===== src/rtl/snake_dir_queue.sv =====
// Per-player direction controller: synchronise and debounce the buttons, filter turn
// requests against the last requested direction, queue them, commit one per game_tick.
module snake_dir_queue #(
  parameter int          N_PLAYERS = 1,
  parameter int          DEPTH     = 2,
  parameter int          DB_CYCLES = 1000000,
  parameter logic [1:0]  INIT_DIR  = 2'b00
) (
  input  logic                   clk_100MHz,
  input  logic                   reset_n,
  input  logic [N_PLAYERS-1:0]   btn_up,
  input  logic [N_PLAYERS-1:0]   btn_down,
  input  logic [N_PLAYERS-1:0]   btn_left,
  input  logic [N_PLAYERS-1:0]   btn_right,
  input  logic                   game_tick,
  input  logic                   flush,
  output logic [2*N_PLAYERS-1:0] dir,
  output logic [N_PLAYERS-1:0]   turned,
  output logic [N_PLAYERS-1:0]   q_empty,
  output logic [N_PLAYERS-1:0]   drop
);

  localparam int             PW       = (DEPTH > 1) ? $clog2(DEPTH) : 1;
  localparam int             CW       = (DB_CYCLES > 1) ? $clog2(DB_CYCLES) : 1;
  localparam logic [CW-1:0]  DB_LAST  = CW'(DB_CYCLES - 1);
  localparam logic [CW-1:0]  CNT_ONE  = CW'(1);
  localparam logic [PW-1:0]  PTR_ONE  = PW'(1);
  localparam logic [PW:0]    CNT_FULL = (PW+1)'(DEPTH);
  localparam logic [PW:0]    CNT_INC  = (PW+1)'(1);

  for (genvar p = 0; p < N_PLAYERS; p++) begin : g_player
    // button index: 0 up, 1 down, 2 left, 3 right
    logic [3:0]    raw;
    logic [3:0]    sync1_q, sync2_q, deb_q, deb_prev_q;
    logic [CW-1:0] cnt_q [4];
    logic [3:0]    press;

    logic          req_vld;
    logic [1:0]    req_dir;

    logic [1:0]    mem_q [DEPTH];
    logic [PW-1:0] wr_ptr_q, rd_ptr_q, tail_ptr;
    logic [PW:0]   count_q, count_d;
    logic [1:0]    dir_q;
    logic          turned_q, drop_q;
    logic [1:0]    tail, head, ref_dir;
    logic          accept, pop, push, full, drop_d;

    assign raw   = {btn_right[p], btn_left[p], btn_down[p], btn_up[p]};
    assign press = deb_q & ~deb_prev_q;

    always_ff @(posedge clk_100MHz or negedge reset_n) begin
      if (!reset_n) begin
        sync1_q    <= '0;
        sync2_q    <= '0;
        deb_q      <= '0;
        deb_prev_q <= '0;
        for (int b = 0; b < 4; b++) cnt_q[b] <= '0;
      end else begin
        sync1_q    <= raw;
        sync2_q    <= sync1_q;
        deb_prev_q <= deb_q;
        // the level must differ for DB_CYCLES consecutive samples before it is taken
        for (int b = 0; b < 4; b++) begin
          if (sync2_q[b] == deb_q[b]) begin
            cnt_q[b] <= '0;
          end else if (cnt_q[b] == DB_LAST) begin
            deb_q[b] <= sync2_q[b];
            cnt_q[b] <= '0;
          end else begin
            cnt_q[b] <= cnt_q[b] + CNT_ONE;
          end
        end
      end
    end

    always_comb begin
      req_vld = 1'b1;
      req_dir = 2'b00;
      if (press[0])      req_dir = 2'b01;
      else if (press[1]) req_dir = 2'b11;
      else if (press[2]) req_dir = 2'b10;
      else if (press[3]) req_dir = 2'b00;
      else               req_vld = 1'b0;
    end

    assign tail_ptr = wr_ptr_q - PTR_ONE;
    assign tail     = mem_q[tail_ptr];
    assign head     = mem_q[rd_ptr_q];
    assign ref_dir  = (count_q != '0) ? tail : dir_q;
    assign accept   = req_vld && (req_dir != ref_dir) && (req_dir != (ref_dir ^ 2'b10));
    assign pop      = game_tick && (count_q != '0);
    assign full     = (count_q == CNT_FULL);
    // a pop in the same cycle frees the slot a full queue needs
    assign push     = accept && (!full || pop);
    assign drop_d   = accept && full && !pop;

    always_comb begin
      count_d = count_q;
      if (push && !pop)      count_d = count_q + CNT_INC;
      else if (pop && !push) count_d = count_q - CNT_INC;
    end

    always_ff @(posedge clk_100MHz or negedge reset_n) begin
      if (!reset_n) begin
        for (int d = 0; d < DEPTH; d++) mem_q[d] <= '0;
        wr_ptr_q <= '0;
        rd_ptr_q <= '0;
        count_q  <= '0;
        dir_q    <= INIT_DIR;
        turned_q <= 1'b0;
        drop_q   <= 1'b0;
      end else if (flush) begin
        wr_ptr_q <= '0;
        rd_ptr_q <= '0;
        count_q  <= '0;
        dir_q    <= INIT_DIR;
        turned_q <= (dir_q != INIT_DIR);
        drop_q   <= 1'b0;
      end else begin
        if (push) begin
          mem_q[wr_ptr_q] <= req_dir;
          wr_ptr_q        <= wr_ptr_q + PTR_ONE;
        end
        if (pop) begin
          rd_ptr_q <= rd_ptr_q + PTR_ONE;
          dir_q    <= head;
          turned_q <= (head != dir_q);
        end else begin
          turned_q <= 1'b0;
        end
        count_q <= count_d;
        drop_q  <= drop_d;
      end
    end

    assign dir[2*p +: 2] = dir_q;
    assign turned[p]     = turned_q;
    assign drop[p]       = drop_q;
    assign q_empty[p]    = (count_q == '0);
  end

endmodule

===== config.mk =====
export PLATFORM = sky130hd
export DESIGN_NAME = snake_dir_queue
export DESIGN_NICKNAME = d
export VERILOG_FILES = /design/src/rtl/snake_dir_queue.sv
export SDC_FILE = /design/constraint.sdc
export NUM_CORES = 1
export LEC_CHECK = 0
export CORE_MARGIN = 2
export CORE_UTILIZATION = 40
export DETAILED_ROUTE_END_ITERATION = 7
export SLEW_MARGIN = 5
export SYNTH_ARGS = -nofsm -noshare
export SYNTH_HDL_FRONTEND = slang
export SYNTH_SLANG_ARGS = --single-unit
export TNS_END_PERCENT = 100

===== constraint.sdc =====
create_clock -name clk_100MHz -period 3.7 [get_ports clk_100MHz]
set_input_delay 0.555 -clock clk_100MHz [delete_from_list [all_inputs] [get_ports clk_100MHz]]
set_output_delay 0.555 -clock clk_100MHz [all_outputs]
set_load 0.01 [all_outputs]

---- Yosys cells after proc, flatten, opt, wreduce, memory -nomap -nowiden ----
Cells that the tools add are included.
storage, ports and cells
  input bits .............................. 8
  output and inout port bits .............. 5
  register bits after elaboration ......... 108
operators by class
  reduce and logical (&&, ||, !) cells .... 24
  eq/ne operators ......................... 12
  bitwise gates (word level) .............. 11
  order comparisons ....................... 4
  muxes and demuxes ....................... 37
  add/subtract/negate cells ............... 9
operator list
  cell                                                         count
  2-to-1 mux 20 bit                                            8
  adder 20 x 1 -> 20 bit (second input constant)               4
  equality test 20 bit (second input constant)                 4
  2-to-1 mux 2 bit                                             16
  2-to-1 mux 1 bit                                             11
  AND reduction 2 bit                                          5
  logical AND 1 bit                                            9
  nonzero test 2 bit                                           4
  >= comparator 2 bit (second input constant)                  3
  != test 2 bit                                                3
  inverter 1 bit                                               6
  inverter 1 -> 2 bit                                          3
  AND 4 bit                                                    1
  bitwise mux 4 bit                                            1
  equality test 1 bit                                          4
  inverter 4 bit                                               1
  logical NOT 1 bit                                            3
  nonzero test 3 bit                                           1
  adder 1 bit (second input constant)                          2
  adder 2 x 1 -> 2 bit (second input constant)                 1
  demux 2 bit (select 1 bit)                                   1
  equality test 2 bit (second input constant)                  1
  logical NOT 2 bit                                            1
  less-than comparator 2 x 1 -> 1 bit (second input constant)  1
  3 further kinds                                              3

---- Depth between registers and ports, before layout ----
Gate-level depths: netlist of run 1.
  depth in word-level cells ............... 15
  gate-level depth with buffers ........... 9
  gate-level depth less buffers ........... 6

---- Worst setup path after synthesis of run 1 ----
No wires, ideal clock.
  kind .................................... reg2reg
  start ................................... register g_player[0].count_q[1]
  end ..................................... register g_player[0].mem_q[1] in the netlist's numbering
  path slack .............................. 1,886 ps
  cell stages (with the launch flop) ...... 6
  arrival ................................. 1,689 ps
  setup time .............................. 125 ps
  path through ............................ dfrtp_1 -> nor2_2 -> mux2i_1 -> mux2_4 -> nand2_1 -> mux2_4
on the way
  word-level cells in the longest chain between the ends .. 7
ends and longest elaborated chain
  what                                                       RTL line  RTL
  start: declaration                                         43        logic [PW:0] count_q, count_d;
  start signal: assignment                                   132       count_q <= count_d;
  nonzero test 2 bit                                         90, 92
  2-to-1 mux 2 bit                                           90        assign ref_dir = (count_q != '0) ? tail : dir_q;
  != test 2 bit / inverter 1 bit (equally long branches)     --
  logical AND 1 bit / != test 2 bit (equally long branches)  91        assign accept = req_vld && (req_dir != ref_dir) && (req_dir != (ref_dir ^ 2'b10));
  logical AND 1 bit                                          91
  logical AND 1 bit (*)                                      95        assign push = accept && (!full || pop);
  AND reduction 2 bit (no line) (*)                          --
  end signal: indexed assignment                             122       mem_q[wr_ptr_q] <= req_dir;
  end: declaration                                           41        logic [1:0] mem_q [DEPTH];
Mark *: on every way between the ends. The rest lies on a longest branch, timed or not.
A chain may end at the register's enable or synchronous reset.

---- Final worst setup path of run 1 ----
  start ................................... register g_player[0].cnt_q[60] in the netlist's numbering
  end ..................................... register g_player[0].cnt_q[73] in the netlist's numbering
on the way
  word-level cells in the longest chain between the ends .. 3
ends and longest elaborated chain
  what                                                                   RTL line  RTL
  start: declaration                                                     35        logic [CW-1:0] cnt_q [4];
  start signal: indexed assignment                                       71        cnt_q[b] <= cnt_q[b] + CNT_ONE;
  adder 20 x 1 -> 20 bit / equality test 20 bit (equally long branches)  71, 67
  2-to-1 mux 20 bit (*)                                                  67        end else if (cnt_q[b] == DB_LAST) begin
  2-to-1 mux 20 bit (*)                                                  65        if (sync2_q[b] == deb_q[b]) begin
Marked as above.

==> run_results.csv, run 1 <==
group,metric,value,unit
synthesis,synth_cells,491,
timing,period_needed,2.28,ns
timing,finalSetupViolations,0,
timing,timing.hold.ws,0.335,ns
critical_path,startpoint,"g_player[0].cnt_q[60]",
synthesis,postSynth.topFlopCell,"dfrtp_1",
clock_tree,ctsResizeCount,0,
critical_path,timing.setup.critical_path_class,"reg -> reg",
synthesis,synthesized_flop_and_latch_total,108,
critical_path,rr_endpoint,"g_player[0].cnt_q[73]",
synthesis,netlist-cell-type-count,44,
layout,final_design_area_no_fill,5590,sq um
synthesis,yosys-top-cells-count,"dfrtp_1, nor2_1, xor2_1, nand3_1, nand2_1",
drt,firstDrtPassIters,4,
synthesis,mappedNetlistNets,503,
pwr,cellLeakagePower,2.40,nW
drt,postRouteAntennaNets,0,
clock_tree,cts_post_setup_buffers_inserted,0,
clock_tree,clkSlewWorstSetupHoldPaths,0.06,ns
critical_path,reg2regPathDepth,6,
clock_tree,cts_tree,"yes",
critical_path,critical_path_at,2.49,ns
drt,detailed_route_via_count,3379,
synthesis,ys_seq_area_frac,0.535,
critical_path,critPathMaxFanout,19,
global_route,initial_antenna_violation_count,0,
critical_path,crit_chain,"ha_1 > and4_1 > nand2_2 > nor4_2 > or2_1 > nor2_1",
timing,worstMarginPinSlew,0.909,ns
placed_design,io_buffer_count,12,
floorplanning,pin_count,13,
timing,final-hold-violation-count,0,
synthesis,synth_enable_flop_cells,0,
synthesis,synth_top_cell_area_share,0.535,
clock_tree,clock_latency,0.35,ns
critical_path,critPathCapture,"g_player[0].cnt_q[73]",
placed_design,finalWeightedCongestion,0.775,
drt,vias_per_cell,4.98,
run,maxCapViolCount,0,
synthesis,most_common_cell_in_the_synthesized_netlist,"dfrtp_1",
floorplanning,dieWidth,116,um
clock_tree,cts-buffers-inserted,9,
clock_tree,max-clock-path-buffers,2,
global_route,global_route.usage.total,0.142,
placed_design,placedInstanceArea,5300,sq um
clock_tree,cts.htree.levels,3,
global_route,grt_max_degree,71,
critical_path,worst_path_dominant_cell_family,"simple AND/OR/NAND/NOR gates",
clock_tree,root_buffer,"clkbuf_16",
critical_path,r2r_slack,1.42,ns
floorplanning,core_region_area,12500,sq um
critical_path,endpoint_kind,"flip-flop",
timing,final.setup.tns,0,ns
global_route,grt_first_pass_wirelength,15200,um
synthesis,synthesis.area_per_instance,10.3,sq um
timing,achievable-frequency,438,MHz
layout,antenna-diode-count,0,
timing,unrepaired_setup_endpoints_after_global_routing,"no",
synthesis,synth.top_cells.by_area,"dfrtp_1, xor2_1, nor2_1",
drt,drt_first_iter_violations,129,
floorplanning,dieHeight,116,um
clock_tree,cts.sinks,108,
critical_path,worstPathRequired,3.91,ns
clock_tree,number_of_buffers_inserted_by_hold_repair_at_cts,0,
critical_path,slowest_delay,0.58,ns
floorplanning,initial_utilization,0.406,
layout,final_core_util,0.448,
synthesis,synth.yosys.warnings,0,
critical_path,standard_cell_with_the_maximum_stage_delay_on_the_critical_path,"or2_1",
critical_path,critical_path.startpoint_type,"flip-flop",
synthesis,ys_async_sr_fraction,1.00,
timing,max-slew-margin-rel,0.394,
floorplanning,design.die.area,13600,sq um
synthesis,mappedNetlistArea,5060,sq um
critical_path,timing.rr.start,"g_player[0].cnt_q[60]",
global_route,globalRoute.totalOverflow,0,
drt,wirelength,8560,um
critical_path,path_depth,6,
synthesis,synth_top_cell_by_area,"dfrtp_1",
min_path,min-delay-path-class,"in -> async",
timing,report.final.slew_viol_count,0,
drt,wl_per_cell,12.6,um
critical_path,worstPathBufferInverterCount,0,
layout,syn2layout_area_growth,10.5,%
pwr,vdd_ir_drop_max,181,uV
placed_design,place_hpwl,5750,um
layout,layout-drive-gt1-share,0.0672,
timing,timing.clock.skew,0.00293,ns
layout,layout.nets,513,
global_route,grt_pass1_vias,3321,
run_status,status,"finished clean",
drt,number_of_remaining_drc_errors,0,
timing,final_cycle_utilization_of_the_critical_path,0.618,
pwr,power.density_cell_area,392,nW/um^2
floorplanning,number_of_core_rows,41,
## state kept, by name (all words and copies together), names as in the netlist, 2 cells and up
register and cells:
g_player.count_q 2, g_player.deb_prev_q 4, g_player.sync2_q 4, g_player.deb_q 4
g_player.sync1_q 4, g_player.mem_q 4, g_player.cnt_q 80, dir 2
## report_power, final
| part | internal (mW) | total [mW] | switching, mW |
|---|---|---|---|
| Combinational | 0.0219 | 0.0719 | 0.0500 |
| Sequential | 1.20 | 1.21 | 0.0136 |
| Clock | 0.512 | 0.910 | 0.398 |
## stage by stage
step | power (mW) | instances | setup slack (ns)
after CTS | 2.23 | 678 | 1.36
after floorplan | 1.27 | 491 | 1.89
after global routing | 2.28 | 678 | 1.21
final | 2.19 | 678 | 1.42
after detailed placement | 1.31 | 662 | 1.38
after global placement | 1.30 | 662 | 1.47
## routing by layer
layer / vias to the layer above / share of wire / global-route usage
met1: 1665 / 0.49 / 0.187
met5: - / 0 / 0
met3: 11 / 0.030 / 0.0389
met4: 0 / 0.017 / 0.0548
met2: 33 / 0.46 / 0.225
li1: 1670 / - / -
## final cells by class
cell class                      instances  area [sq um]
Clock buffer                           15           278
Clock inverter                          1          5.00
Fill cell                            1201          6880
Inverter                                9          33.8
Multi-Input combinational cell        360          2210
Sequential cell                       108          2700
Tap cell                              172           215
Timing Repair Buffer                   13           138
## worst min path at each step
| stage | startpoint | endpoint | slack (ns) | cells after the start |
|---|---|---|---|---|
| 4_1_cts | g_player[0].sync1_q[0] | g_player[0].sync2_q[0] | 0.35 | 0 |
| 3_3_place_gp | g_player[0].sync1_q[0] | g_player[0].sync2_q[0] | 0.34 | 0 |
| 6_report | reset_n | g_player[0].cnt_q[34] | 0.33 | 1 |
| 2_1_floorplan | reset_n | dir[0] | 0.26 | 0 |
| 3_5_place_dp | g_player[0].sync1_q[0] | g_player[0].sync2_q[0] | 0.34 | 0 |
| 5_1_grt | g_player[0].sync1_q[0] | g_player[0].sync2_q[0] | 0.36 | 0 |
## cell families after synthesis
group / synth area share
xor+xnor: 0.133
flops: 0.535
buf+inv: 0.0277
simple gates: 0.248
mux: 0.0282
compound gates: 0.0186
fa+ha+maj: 0.00990
## cells in the final DEF (no fill, tap or decap), types with 4 or more instances in the layout
cell and count:
clkdlybuf4s50_1 11, mux2_2 4, clkbuf_16 9, and4_1 4
a21oi_1 7, nand2_1 30, nand4_1 18, nor4_2 5
inv_1 9, xnor2_1 29, nor2b_1 5, nor4_1 7
xor2_1 48, dfrtp_1 108, and3_1 12, nand3_1 38
nand2b_1 4, ha_1 4, nor3_1 12, nor2_1 99
Power figures use the tool's default switching activity.
==> run 2: changes to the inputs <==
clock period = 2.3 ns   (was 3.7 ns; I/O delays follow)
==> run 2 against run 1 <==
Maximum frequency grew 17%. Sequential power grew 60%. Utilization grew 0.68 points. Largest power group unchanged.
==> run_results.csv, run 2 (synthesis results as in run 1) <==
group,metric,value,unit
critical_path,critical_path_at,2.19,ns
clock_tree,clkSlewWorstSetupHoldPaths,0.07,ns
floorplanning,number_of_core_rows,41,
placed_design,placedCellCount,670,
floorplanning,dieHeight,116,um
critical_path,slowest_delay,0.53,ns
layout,final_cell_count_no_fill,687,
placed_design,place_hpwl,5810,um
global_route,grt_pass1_vias,3384,
layout,syn2layout_area_growth,12.2,%
critical_path,standard_cell_with_the_maximum_stage_delay_on_the_critical_path,"nor4_1",
floorplanning,initial_utilization,0.406,
clock_tree,cts_post_setup_buffers_inserted,0,
critical_path,worstPathBufferInverterCount,1,
clock_tree,root_buffer,"clkbuf_16",
timing,final_cycle_utilization_of_the_critical_path,0.847,
timing,final-hold-violation-count,0,
global_route,global_route.usage.total,0.143,
clock_tree,max-clock-path-buffers,2,
floorplanning,dieWidth,116,um
global_route,grt_first_pass_wirelength,15200,um
timing,finalSetupViolations,0,
pwr,p_seq_frac,0.545,
timing,timing.clock.skew,0.00576,ns
drt,met1Wirelength,4200,um
global_route,initial_antenna_violation_count,0,
run_status,status,"finished clean",
timing,period_needed,1.95,ns
pwr,cellLeakagePower,2.44,nW
timing,max-slew-margin-rel,0.643,
layout,largest_register_ff_count,80,
run,maxCapViolCount,0,
critical_path,timing.setup.critical_path_class,"reg -> reg",
timing,unrepaired_setup_endpoints_after_global_routing,"no",
layout,largest-register,"g_player.cnt_q",
global_route,grt_max_degree,42,
pwr,vdd_ir_drop_max,319,uV
critical_path,worstPathRequired,2.55,ns
placed_design,finalWeightedCongestion,0.805,
layout,layout.nets,522,
critical_path,reg2regPathDepth,6,
drt,wire_length_on_met3,243,um
layout,layout-drive-gt1-share,0.0874,
drt,met2RoutedLength,3870,um
drt,drt_first_iter_violations,124,
critical_path,worst_path_dominant_cell_family,"simple AND/OR/NAND/NOR gates",
pwr,cellInternalPower,2.72,mW
critical_path,crit_chain,"ha_1 > nand3_2 > nor4_1 > or2_1 > buf_4 > nor2_1",
clock_tree,clock_latency,0.36,ns
critical_path,critPathMaxFanout,11,
drt,postRouteAntennaNets,0,
drt,firstDrtPassIters,4,
layout,layout_commonest_cell,"dfrtp_1",
pwr,clkPwrFrac,0.419,
timing,achievable-frequency,513,MHz
drt,wirelength,8510,um
timing,report.final.slew_viol_count,0,
floorplanning,core_region_area,12500,sq um
min_path,min-delay-path-class,"reg -> reg",
clock_tree,ctsResizeCount,0,
drt,number_of_remaining_drc_errors,0,
placed_design,io_buffer_count,12,
pwr,switching_share,0.237,
timing,worstMarginPinSlew,0.531,ns
pwr,net-switching-power,846,uW
clock_tree,cts.sinks,108,
floorplanning,pin_count,13,
clock_tree,cts_tree,"yes",
drt,routed.top_layer,"met4",
drt,vias_per_cell,4.95,
critical_path,endpoint_kind,"flip-flop",
layout,final_cell_mix,"dfrtp_1, nor2_1, xor2_1, nand3_1, nand2_1",
clock_tree,cts-buffers-inserted,9,
critical_path,critical_path.startpoint_type,"flip-flop",
clock_tree,cts.htree.levels,3,
critical_path,path_depth,6,
timing,final.setup.tns,0,ns
floorplanning,design.die.area,13600,sq um
layout,antenna-diode-count,0,
drt,detailed_route_via_count,3401,
pwr,power.density_cell_area,629,nW/um^2
global_route,globalRoute.totalOverflow,0,
pwr,comb_power_share,0.036,
min_path,min_delay_path_depth,0,
drt,wl_per_cell,12.4,um
==> run 2: power groups by stage <==
stage | clock, mW | combinational [mW] | sequential, mW
6_report | 1.49 | 0.127 | 1.94
5_1_grt | 1.63 | 0.147 | 1.95
4_1_cts | 1.56 | 0.133 | 1.94
3_5_place_dp | 0 | 0.131 | 1.98
3_3_place_gp | 0 | 0.128 | 1.98
2_1_floorplan | 0 | 0.0654 | 1.98
==> run 2: path summary, 6_finish.rpt <==
kind                                           to  slack (ns)                    from
setup / recovery            g_player[0].cnt_q[31]        0.35   g_player[0].cnt_q[20]
min in group asynchronous   g_player[0].cnt_q[37]        0.51                 reset_n
hold reg to reg            g_player[0].sync2_q[3]        0.35  g_player[0].sync1_q[3]
setup reg to reg            g_player[0].cnt_q[31]        0.35   g_player[0].cnt_q[20]
max in group asynchronous  g_player[0].sync1_q[1]        1.01                 reset_n
hold / removal             g_player[0].sync2_q[3]        0.35  g_player[0].sync1_q[3]
==> run 2: area by class of cell <==
cell class	instances	area, sq um
Fill cell	1184	6800
Clock inverter	7	60.1
Timing Repair Buffer	22	220
Multi-Input combinational cell	360	2210
Tap cell	172	215
Clock buffer	9	225
Sequential cell	108	2700
Inverter	9	33.8
==> run 2: metal layers <==
layer,vias up,track usage
li1,1691,-
met1,1658,0.186
met5,-,0
met4,0,0.0786
met2,38,0.221
met3,14,0.0317
==> run 2: stage by stage <==
step                hold slack, ns  worst slack [ns]  instance area [sq um]  total power [mW]   util
floorplan                   0.0494             0.486                   5060              2.04      -
global placement             0.335             0.368                   5380              2.11  0.431
detailed placement           0.335             0.349                   5380              2.11  0.431
CTS                          0.352             0.341                   5670              3.63  0.455
global route                 0.358             0.226                   5670              3.72  0.455
finish                       0.350             0.352                   5670              3.56  0.455
==> run 2: repair_timing <==
item | CTS | global route
hold buffers | 1 | 0
endpoints found under the setup margin | 0 | 0
hold endpoints to repair | 37 | 0
